<file path="config.mk">
export PLATFORM = sky130hd
export DESIGN_NAME = icache_rvc_assoc
export DESIGN_NICKNAME = d
export VERILOG_FILES = /design/src/rtl/icache_pkg.sv /design/src/rtl/icache_way.sv /design/src/rtl/icache_rvc_assoc.sv
export SDC_FILE = /design/constraint.sdc
export NUM_CORES = 2
export LEC_CHECK = 0
export CAP_MARGIN = 20
export CORE_ASPECT_RATIO = 0.9
export CORE_MARGIN = 5
export CORE_UTILIZATION = 40
export CTS_CLUSTER_DIAMETER = 200
export DETAILED_ROUTE_END_ITERATION = 8
export DONT_BUFFER_PORTS = 1
export MAX_ROUTING_LAYER = met4
export PLACE_DENSITY = 0.57
export REMOVE_ABC_BUFFERS = 1
export SYNTH_ARGS = -nofsm -noshare
export SYNTH_HDL_FRONTEND = slang
export SYNTH_SLANG_ARGS = --single-unit
export TNS_END_PERCENT = 1
</file>
<file path="constraint.sdc">
create_clock -name clk -period 21.6 [get_ports clk]
set_input_delay 1.08 -clock clk [delete_from_list [all_inputs] [get_ports clk]]
set_output_delay 1.08 -clock clk [all_outputs]
set_load 0.01 [all_outputs]
</file>
<file path="src/rtl/icache_pkg.sv">
// Shared types and geometry for the RVC instruction cache.
package icache_pkg;

  typedef enum logic [1:0] {
    IDLE,
    REQ,
    FILL
  } state_t;

  localparam int OFF_W       = 3;
  localparam int HW_PER_LINE = 8;
  localparam int LINE_BITS   = 128;

endpackage

</file>
<file path="src/rtl/icache_way.sv">
// One way of the instruction cache: valid/tag/data arrays, two combinational
// lookup ports (line A and line B of a fetch) and one refill write port.
module icache_way
  import icache_pkg::*;
#(
  parameter int SET_W = 2,
  parameter int TAG_W = 26
) (
  input  logic                 clk,
  input  logic                 proc_reset,
  input  logic                 clr,
  input  logic [SET_W-1:0]     set_a,
  input  logic [TAG_W-1:0]     tag_a,
  input  logic [SET_W-1:0]     set_b,
  input  logic [TAG_W-1:0]     tag_b,
  output logic                 hit_a,
  output logic                 valid_a,
  output logic [LINE_BITS-1:0] data_a,
  output logic                 hit_b,
  output logic                 valid_b,
  output logic [LINE_BITS-1:0] data_b,
  input  logic                 fill_en,
  input  logic [SET_W-1:0]     fill_set,
  input  logic [TAG_W-1:0]     fill_tag,
  input  logic [LINE_BITS-1:0] fill_data
);

  localparam int SETS = 1 << SET_W;

  logic [SETS-1:0]      valid_q;
  logic [TAG_W-1:0]     tag_q  [SETS];
  logic [LINE_BITS-1:0] data_q [SETS];

  // NOTE: sequential state is updated with non-blocking assignments so every
  // register samples pre-edge values regardless of statement order.
  always_ff @(posedge clk or posedge proc_reset) begin
    if (proc_reset) begin
      valid_q <= '0;
    end else if (clr) begin
      valid_q <= '0;
    end else if (fill_en) begin
      valid_q[fill_set] <= 1'b1;
    end
  end

  // NOTE: tag and data arrays are deliberately left out of reset; the valid
  // bits alone decide whether their contents are meaningful.
  always_ff @(posedge clk) begin
    if (fill_en) begin
      tag_q[fill_set]  <= fill_tag;
      data_q[fill_set] <= fill_data;
    end
  end

  assign valid_a = valid_q[set_a];
  assign valid_b = valid_q[set_b];
  assign hit_a   = valid_a && (tag_q[set_a] == tag_a);
  assign hit_b   = valid_b && (tag_q[set_b] == tag_b);
  assign data_a  = data_q[set_a];
  assign data_b  = data_q[set_b];

endmodule

</file>
<file path="src/rtl/icache_rvc_assoc.sv">
// Read-only, 1- or 2-way set-associative instruction cache for the RVC fetch
// path; serves halfword-aligned 32-bit fetches that may straddle two lines.
module icache_rvc_assoc
  import icache_pkg::*;
#(
  parameter int PADDR_W = 31,
  parameter int SET_W   = 2,
  parameter int WAYS    = 2
) (
  input  logic                 clk,
  input  logic                 proc_reset,
  input  logic                 proc_read,
  input  logic                 proc_write,
  input  logic                 proc_flush,
  input  logic [PADDR_W-1:0]   proc_addr,
  input  logic [31:0]          proc_wdata,
  output logic                 proc_stall,
  output logic [31:0]          proc_rdata,
  output logic                 mem_read,
  output logic                 mem_write,
  output logic [PADDR_W-4:0]   mem_addr,
  input  logic [LINE_BITS-1:0] mem_rdata,
  input  logic                 mem_ready,
  output logic [LINE_BITS-1:0] mem_wdata
);

  localparam int LINE_W = PADDR_W - OFF_W;
  localparam int TAG_W  = LINE_W - SET_W;
  localparam int SETS   = 1 << SET_W;

  state_t               state_q, state_d;
  logic [LINE_W-1:0]    tgt_q;
  logic                 victim_q;
  logic [LINE_BITS-1:0] buf_q;
  logic                 flush_pend_q;
  logic [SETS-1:0]      lru_q;

  logic [OFF_W-1:0]     off;
  logic                 straddle;
  logic [LINE_W-1:0]    line_a, line_b, tgt_line;
  logic [SET_W-1:0]     set_a, set_b, tgt_set_q;
  logic [WAYS-1:0]      hit_a_w, hit_b_w, valid_a_w, valid_b_w, tgt_valid, fill_en_w;
  logic [LINE_BITS-1:0] data_a_w [WAYS];
  logic [LINE_BITS-1:0] data_b_w [WAYS];
  logic [LINE_BITS-1:0] data_a, data_b;
  logic                 hit_a, hit_b, hit;
  logic                 hit_way_a, hit_way_b, victim;
  logic                 clr, start;

  // Line B is the following line only when the fetch starts on the last halfword.
  assign off       = proc_addr[OFF_W-1:0];
  assign straddle  = (off == OFF_W'(HW_PER_LINE - 1));
  assign line_a    = proc_addr[PADDR_W-1:OFF_W];
  assign line_b    = line_a + {{(LINE_W-1){1'b0}}, straddle};
  assign set_a     = line_a[SET_W-1:0];
  assign set_b     = line_b[SET_W-1:0];
  assign tgt_set_q = tgt_q[SET_W-1:0];

  for (genvar w = 0; w < WAYS; w++) begin : g_way
    assign fill_en_w[w] = (state_q == FILL) && (victim_q == 1'(w));

    icache_way #(
      .SET_W (SET_W),
      .TAG_W (TAG_W)
    ) u_way (
      .clk        (clk),
      .proc_reset (proc_reset),
      .clr        (clr),
      .set_a      (set_a),
      .tag_a      (line_a[LINE_W-1:SET_W]),
      .set_b      (set_b),
      .tag_b      (line_b[LINE_W-1:SET_W]),
      .hit_a      (hit_a_w[w]),
      .valid_a    (valid_a_w[w]),
      .data_a     (data_a_w[w]),
      .hit_b      (hit_b_w[w]),
      .valid_b    (valid_b_w[w]),
      .data_b     (data_b_w[w]),
      .fill_en    (fill_en_w[w]),
      .fill_set   (tgt_set_q),
      .fill_tag   (tgt_q[LINE_W-1:SET_W]),
      .fill_data  (buf_q)
    );
  end

  assign hit_a     = |hit_a_w;
  assign hit_b     = |hit_b_w;
  assign hit       = hit_a && hit_b;
  assign hit_way_a = (WAYS == 2) ? hit_a_w[WAYS-1] : 1'b0;
  assign hit_way_b = (WAYS == 2) ? hit_b_w[WAYS-1] : 1'b0;

  // NOTE: every combinationally assigned signal gets a default first, so no
  // path through the block can leave it unassigned and infer a latch.
  always_comb begin
    data_a = '0;
    data_b = '0;
    for (int w = 0; w < WAYS; w++) begin
      if (hit_a_w[w]) data_a = data_a_w[w];
      if (hit_b_w[w]) data_b = data_b_w[w];
    end
  end

  // Concatenating B above A makes a straddling fetch a plain 32-bit slice.
  logic [2*LINE_BITS-1:0] pair;
  assign pair       = {data_b, data_a};
  assign proc_rdata = pair[{off, 4'b0000} +: 32];

  // Refill the first missing line; line B is picked up on the next IDLE pass.
  assign tgt_line  = hit_a ? line_b : line_a;
  assign tgt_valid = hit_a ? valid_b_w : valid_a_w;

  if (WAYS == 2) begin : g_victim2
    assign victim = !tgt_valid[0] ? 1'b0 :
                    !tgt_valid[1] ? 1'b1 : lru_q[tgt_line[SET_W-1:0]];
  end else begin : g_victim1
    assign victim = 1'b0;
  end

  always_comb begin
    state_d    = state_q;
    proc_stall = 1'b0;
    mem_read   = 1'b0;
    clr        = 1'b0;
    start      = 1'b0;
    unique case (state_q)
      IDLE: begin
        if (flush_pend_q || proc_flush) begin
          clr        = 1'b1;
          proc_stall = proc_read;
        end else if (proc_read && !hit) begin
          proc_stall = 1'b1;
          start      = 1'b1;
          state_d    = REQ;
        end
      end
      REQ: begin
        mem_read   = 1'b1;
        proc_stall = 1'b1;
        if (mem_ready) state_d = FILL;
      end
      FILL: begin
        proc_stall = 1'b1;
        state_d    = IDLE;
      end
      default: state_d = IDLE;
    endcase
  end

  always_ff @(posedge clk or posedge proc_reset) begin
    if (proc_reset) begin
      state_q      <= IDLE;
      tgt_q        <= '0;
      victim_q     <= 1'b0;
      buf_q        <= '0;
      flush_pend_q <= 1'b0;
      lru_q        <= '0;
    end else begin
      state_q <= state_d;
      if (start) begin
        tgt_q    <= tgt_line;
        victim_q <= victim;
      end
      if (state_q == REQ && mem_ready) buf_q <= mem_rdata;

      if (clr)                                flush_pend_q <= 1'b0;
      else if (proc_flush && state_q != IDLE) flush_pend_q <= 1'b1;

      // lru_q[s] names the least recently used way of set s.
      if (clr) begin
        lru_q <= '0;
      end else if (state_q == FILL) begin
        lru_q[tgt_set_q] <= ~victim_q;
      end else if (proc_read && !proc_stall) begin
        lru_q[set_a] <= ~hit_way_a;
        lru_q[set_b] <= ~hit_way_b;
      end
    end
  end

  assign mem_addr  = tgt_q;
  assign mem_write = 1'b0;
  assign mem_wdata = '0;

  logic unused_inputs;
  assign unused_inputs = ^{proc_write, proc_wdata};

endmodule
</file>
Yosys cells after proc, flatten, opt, wreduce, memory -nomap -nowiden
Memory sizes are Yosys's and may differ from the RTL's.
Index checks and enable logic that the tools add are counted.
{"block": "totals", "in_bits": 197, "ramBits": 1232, "n_memories": 4, "elab_cells": 115, "ff_bits": 172, "output_inout_bits": 191}
{"block": "classes", "n_reduce_logical": 27, "n_eq_ne": 10, "magnitude_cmp": 7, "add_sub_neg": 1, "n_bitwise": 5, "n_shift": 1, "n_mux": 52}
{"memory": "g_way[0].u_way.data_q", "words": 4, "width": 128, "rd": 2, "rd_clocked_by_memory_dff": 0, "write_ports": 1, "line": "icache_way.sv:32", "rtl": "logic [LINE_BITS-1:0] data_q [SETS];"}
{"memory": "g_way[1].u_way.data_q", "words": 4, "width": 128, "rd": 2, "rd_clocked_by_memory_dff": 0, "write_ports": 1, "line": "icache_way.sv:32"}
{"memory": "g_way[0].u_way.tag_q", "words": 4, "width": 26, "rd": 2, "rd_clocked_by_memory_dff": 0, "write_ports": 1, "line": "icache_way.sv:31", "rtl": "logic [TAG_W-1:0] tag_q [SETS];"}
{"memory": "g_way[1].u_way.tag_q", "words": 4, "width": 26, "rd": 2, "rd_clocked_by_memory_dff": 0, "write_ports": 1, "line": "icache_way.sv:31"}
{"op": "128-bit two-way mux", "count": 4}
{"op": "256-bit by 8-bit variable part select with 32-bit output", "count": 1}
{"op": "26-bit equality test", "count": 4}
{"op": "28-bit by 1-bit adder with 28-bit output", "count": 1}
{"op": "28-bit two-way mux", "count": 1}
{"op": "4-bit two-way mux", "count": 7}
{"op": "1-bit two-way mux", "count": 23}
{"op": "1-bit logical AND", "count": 14}
{"op": "4-bit bitwise mux", "count": 3}
{"op": "2-bit by 3-bit < comparator with 1-bit output (second input constant)", "count": 4}
{"op": "1-bit binary-select mux with 2-bit select", "count": 5}
{"op": "2-bit two-way mux", "count": 4}
{"op": "4-bit bitwise OR", "count": 2}
{"op": "2-bit nonzero test", "count": 4}
{"op": "1-bit demux with 2-bit select", "count": 3}
{"op": "2-bit by 1-bit >= comparator with 1-bit output (second input constant)", "count": 3}
{"op": "2-bit inequality test (second input constant)", "count": 3}
{"op": "2-bit OR reduction", "count": 3}
{"op": "2-bit one-hot mux with 2 select lines", "count": 1}
{"op": "3-bit equality test (second input constant)", "count": 1}
{"op": "1-bit inverter", "count": 3}
{"op": "3-bit AND reduction", "count": 1}
{"op": "3-bit nonzero test", "count": 1}
{"op": "2-bit by 1-bit equality test with 1-bit output (second input constant)", "count": 1}
{"op": "5 further kinds", "count": 6}

Logic depth before layout (Yosys ltp)
{"block": "logic_depth", "ltp_word": 17, "depth_mapped": 22, "mapped_depth_nobuf": 14}

Cells and area by module
Synthesis repeated with hierarchy kept, for this count alone.
{"block": "unflattened", "hier_cells": 3513, "hier_area_um2": 65389.0}
{"module": "icache_way", "cells_each": 1157, "seq_area_each_um2": 18597.8, "n_inst": 2, "area_per_inst_um2": 26868.3}
{"module": "icache_rvc_assoc", "cells_each": 1199, "seq_area_each_um2": 4103.9, "n_inst": 1, "area_per_inst_um2": 11652.4}

Worst setup path before layout
OpenSTA, ideal clock, no wires.
{"block": "synth_timing", "path_type": "register to register", "from": "reg state_q[0]", "to": "mem g_way[1].u_way.data_q[0][0], enable pin", "setup_slack_ns": 9.225, "t_arrival_ns": 11.517, "setup_ns": 0.858, "period_less_slack_ns": 12.375, "required_time_ns": 20.742, "n_path_buf": 1, "stages_incl_launch_ff": 6, "cell_sequence": "dfrtp_1 -> inv_1 -> ha_1 -> clkbuf_1 -> nand2_1 -> nor3_1"}
{"block": "synth_between", "elab_chain_len": 4}
{"element": "from (decl)", "line": "icache_rvc_assoc.sv:31", "rtl": "state_t state_q, state_d;"}
{"element": "from (signal assigned)", "line": "icache_rvc_assoc.sv:158", "rtl": "state_q <= state_d;"}
{"element": "2-bit equality test", "line": "icache_rvc_assoc.sv:60", "rtl": "assign fill_en_w[w] = (state_q == FILL) && (victim_q == 1'(w));"}
{"element": "1-bit logical AND", "line": "icache_rvc_assoc.sv:60"}
{"element": "1-bit two-way mux", "line": "icache_way.sv:49", "rtl": "if (fill_en) begin"}
{"element": "1-bit two-way mux (implied by the code)", "line": "icache_way.sv:51", "rtl": "data_q[fill_set] <= fill_data;"}
{"element": "to (decl)", "line": "icache_way.sv:32"}
No other way between the ends.

Worst setup path in the final report
{"block": "layout_timing", "from": "in proc_addr[3]", "to": "out proc_rdata[21]"}
{"block": "layout_between", "elab_chain_len": 7, "word_cells_on_any_way": 26, "classes_between": "1 x add/sub; 4 x eq/ne; 1 x shift; 12 x mux; 4 x reduce/logical; 4 x memory"}
{"element": "from (decl)", "line": "icache_rvc_assoc.sv:15", "rtl": "input logic [PADDR_W-1:0] proc_addr,"}
{"element": "28-bit by 1-bit adder with 28-bit output", "line": "icache_rvc_assoc.sv:54", "rtl": "assign line_b = line_a + {{(LINE_W-1){1'b0}}, straddle};"}
{"element": "memory read 4 x 26 bit / 1-bit binary-select mux with 2-bit select (equally long branches)"}
{"element": "26-bit equality test / 1-bit two-way mux (equally long branches)", "line": "icache_way.sv:58, icache_way.sv:56"}
{"element": "1-bit logical AND", "line": "icache_way.sv:58", "rtl": "assign hit_b = valid_b && (tag_q[set_b] == tag_b);"}
{"element": "128-bit two-way mux (2 in series)", "line": "icache_rvc_assoc.sv:99", "rtl": "if (hit_b_w[w]) data_b = data_b_w[w];"}
{"element": "256-bit by 8-bit variable part select with 32-bit output *", "line": "icache_rvc_assoc.sv:106", "rtl": "assign proc_rdata = pair[{off, 4'b0000} +: 32];"}
{"element": "to (decl)", "line": "icache_rvc_assoc.sv:18", "rtl": "output logic [31:0] proc_rdata,"}
Mark *: on every way between the ends. The rest lies on a longest branch, timed or not. The select of a mux whose other input is x is not followed.

==> metrics list <==
- After clock tree synthesis, the setup repair step added 0 buffers.
* Total number of placement rows: about 140
- Distinct cell type count after synthesis: between 90 and 100
- Synthesis handed over a netlist of 3323 instances.
* 1st-pass router iterations: 7
- Initial core utilization: approximately two fifths
- The worst setup path is of the primary input to output pin kind.
- Across the VDD grid, the largest voltage drop is approximately 0.075 mV.
- I/O pin count: 388
* Leakage power summed over all cells: 21.9 nW
* Shortest clock period the worst path allows after layout: 9.14 ns
- Setup violations remaining at the end of the flow were counted as 0.
- Unrepaired setup endpoints after global routing: false
- Number of warnings printed during yosys synthesis: 0
* Area Growth Syn to Fin: 10.7%
- Non-filler cells in the finished layout: 5455
- Final setup margin: 12.46 ns
* Height of the die: between 300 and 400 µm
* Clock latency at the later pin of the worst-skew pair: 0.79 ns
- Clock transition time at the flip-flop clock pins of the worst setup and hold paths: 0.06 ns
- Yosys reg bits: around 1400
- Worst-case headroom to the max-slew limit: -39.0%
- DR vias: between 30000 and 40000
* Gp weighted congestion: 0.923
- Counting both buffers and inverters, the worst setup path holds a total of 2.
- Clk root buf: clkbuf_16
- The most critical setup path has its startpoint at proc_addr[3].
- By area the synthesized netlist is led by edfxtp_1, mux4_2, dfrtp_1, mux2_2, buf_4.
* Floorplan Core Area: 152000 µm²
* Power share of the sequential group: 55.3%
* Largest stage delay on the critical path: 0.84 ns
- No sink is reached through more buffers than the 3 on the longest clock path.
- Measured along the x axis, the die boundary spans 423 µm.
* Kind of launch point of the worst setup path: primary input
- Worst path cell trace: ha_4, ha_4, buf_4, mux4_2, nand2b_1, a21oi_1, nor4b_1, nand4_1, a2111o_1, nor4_4, buf_4, mux2_2, a2111oi_0, a31oi_1
* Cell Pwr Density: between 100 and 150 nW/µm²
- The initial antenna violation count came to 24.
- Largest fanout on the critical path: around 360
* Internal portion of total power: 0.00549 W
- HPWL after detailed placement: around 90000 µm
* Reg2reg start: g_way[1].u_way.tag_q[3][12]
- Vias per std cell: 5.83
- Least-Margin Pin Slew: 2.08 ns
- Derived from the worst setup path, the maximum achievable clock frequency is about 0.11 GHz.
* DP Cell Count: 5167
- Proportion of register bits with asynchronous set or reset after synthesis: 12.3%
- Tcrit/Tclk final: 42.3%
- In the global route stage, overall resource usage came out at 20.3%.
- Of the cells placed in the final design, the portion with a size suffix greater than 1 is 25.5%.
- In this run, the clock network consumes 34.1% of the power.
- The worst setup path is captured at an output pin.
- The number of hold violations in the final report was 0.
* CP Data Arrival Time: 8.06 ns
- The H-tree was split into 4 levels.
* Hold Path Class: primary input to asynchronous set/reset pin
- The synthesized design contains 1232 enable-type register cells.
- Detailed router's first-iteration violation count: about 2800
- Vias in the first global route: around 32000
- The floorplan step defined a die boundary enclosing 161000 µm².
- Routed length per instance: 29.5 µm
- In this run the power spent charging and discharging nets is between 0.0015 and 0.002 W.
- Post-cts gate resize count: 0
* Number of input and output port buffers inserted: 0
* Top cells by instance count after synthesis: edfxtp_1, mux4_2, mux2_2
* Pin count of the biggest net entering global routing: 360
* Total overflow reported by the global router: 0
* Fill cell total of the finished layout: 13100
* Yosys top cell area share: about 60%
* Final antenna-violating net count: 0
- Failing checks: max-slew violations
- In the routed design, unresolved DRC markers number 0.
- Syn Std Cell Area: 61300 µm²
* Top delay family on crit path: adder cells
- Among all flip-flop cells after synthesis, the most frequent one is edfxtp_1.
* Post-layout net count: 3522
- Cts-stage hold buffer count: 0
* Cell taking the most area after synthesis: edfxtp_1
- WHS: 0.295 ns
- For the worst setup path, the data required time is a little over 20 ns.
- The count of final max-slew check failures came to 253.
- Accumulated negative setup slack: 0 ns
- The clock drives 1404 sinks.
- The run finished, with violations left.
- Counting the buffers created by CTS gives 151.
- Wire length of the first global-routing pass: around 230000 µm
- Combinational cell fraction of total power: a little over a tenth
- Leading cell type by number of instances after synthesis: edfxtp_1
- For this design, the slowest cell found on the critical path is ha_4.
- Clock tree from TritonCTS: yes
- Wires add up to 161000 µm.
- Average cell area after synthesis: 18.4 µm²
- Sequential fraction of the synthesis area: 67.4%
- Fraction of power spent switching nets: 26.2%
- Clock skew on the completed layout was measured at 0.0332 ns.
* Worst slack after detailed placement: 13.22 ns
* Max-cap viol count: 0
## registers in the layout (all words and copies together), names as in the netlist
name	cells
buf_q	128
flush_pend_q	1
g_way.u_way.data_q	1024
g_way.u_way.tag_q	208
g_way.u_way.valid_q	8
lru_q	4
mem_addr	28
state_q	2
victim_q	1
## layout make-up
cell class,count,area (µm²),area share (%)
Clock buffer,213,4240,6.25
Sequential cell,1404,41300,60.9
Antenna cell,8,20.0,0.0295
Inverter,32,128,0.188
Timing Repair Buffer,56,458,0.675
Tap cell,2001,2500,3.69
Clock inverter,67,714,1.05
Multi-Input combinational cell,1674,18500,27.3
## power groups by stage
stage,registers [W],logic (W),clock network (W)
after floorplan,0.00403,0.000588,0
after global placement,0.00415,0.000781,0
after detailed placement,0.00418,0.000789,0
after CTS,0.00413,0.000791,0.00260
after global routing,0.00418,0.000839,0.00271
final,0.00411,0.000784,0.00254
## through the flow
| step | cell area (µm²) | utilization, % | power, W |
|---|---|---|---|
| final | 67900 | 44.5 | 0.00743 |
| after global placement | 62900 | 41.2 | 0.00493 |
| after floorplan | 59800 | - | 0.00461 |
| after global routing | 67900 | 44.5 | 0.00774 |
| after detailed placement | 62900 | 41.2 | 0.00497 |
| after CTS | 67800 | 44.5 | 0.00751 |
## cells by family after synthesis
logic type | after synthesis | synth area share, %
fa+ha+maj | 6 | 0.122
simple gates | 377 | 3.32
xor+xnor | 128 | 2.22
flops | 1404 | 67.4
buf+inv | 373 | 3.41
compound gates | 380 | 4.68
mux | 654 | 18.9
other cells | 1 | 0.00612
## layer usage
metal / vias to the layer above / routed length, µm / GRT usage [%]
li1: 13400 / - / -
met1: 17000 / 67500 / 27.1
met2: 1116 / 79100 / 32.4
met3: 254 / 10600 / 4.05
met4: 0 / 3550 / 4.71
met5: - / 0 / -
## layout by cell type, fill, tap and decap left out, types with 27 or more instances in the layout
cell type / n
clkbuf_1: 41
mux4_2: 383
inv_1: 27
buf_4: 53
nor3_1: 27
edfxtp_1: 1232
clkbuf_16: 153
a221oi_1: 35
conb_1: 129
mux2_2: 178
a22oi_1: 56
a21oi_1: 43
nor2_1: 75
dfrtp_1: 172
xnor2_1: 92
mux2i_1: 93
nor4_1: 28
nand2_1: 86
o21ai_0: 38
## worst paths after layout
| path | endpoint | slack, ns | cells after the start |
|---|---|---|---|
| setup / recovery | proc_rdata[21] | 12.46 | 14 |
| hold / removal | buf_q[48] | 0.30 | 1 |
| setup reg to reg | mem_addr[22] | 17.14 | 11 |
| hold reg to reg | g_way[1].u_way.valid_q[3] | 0.51 | 1 |
| max in group asynchronous | buf_q[55] | 19.90 | 2 |
| min in group clk | buf_q[21] | 0.44 | 1 |
No activity file was read; power rests on OpenSTA's default activity.
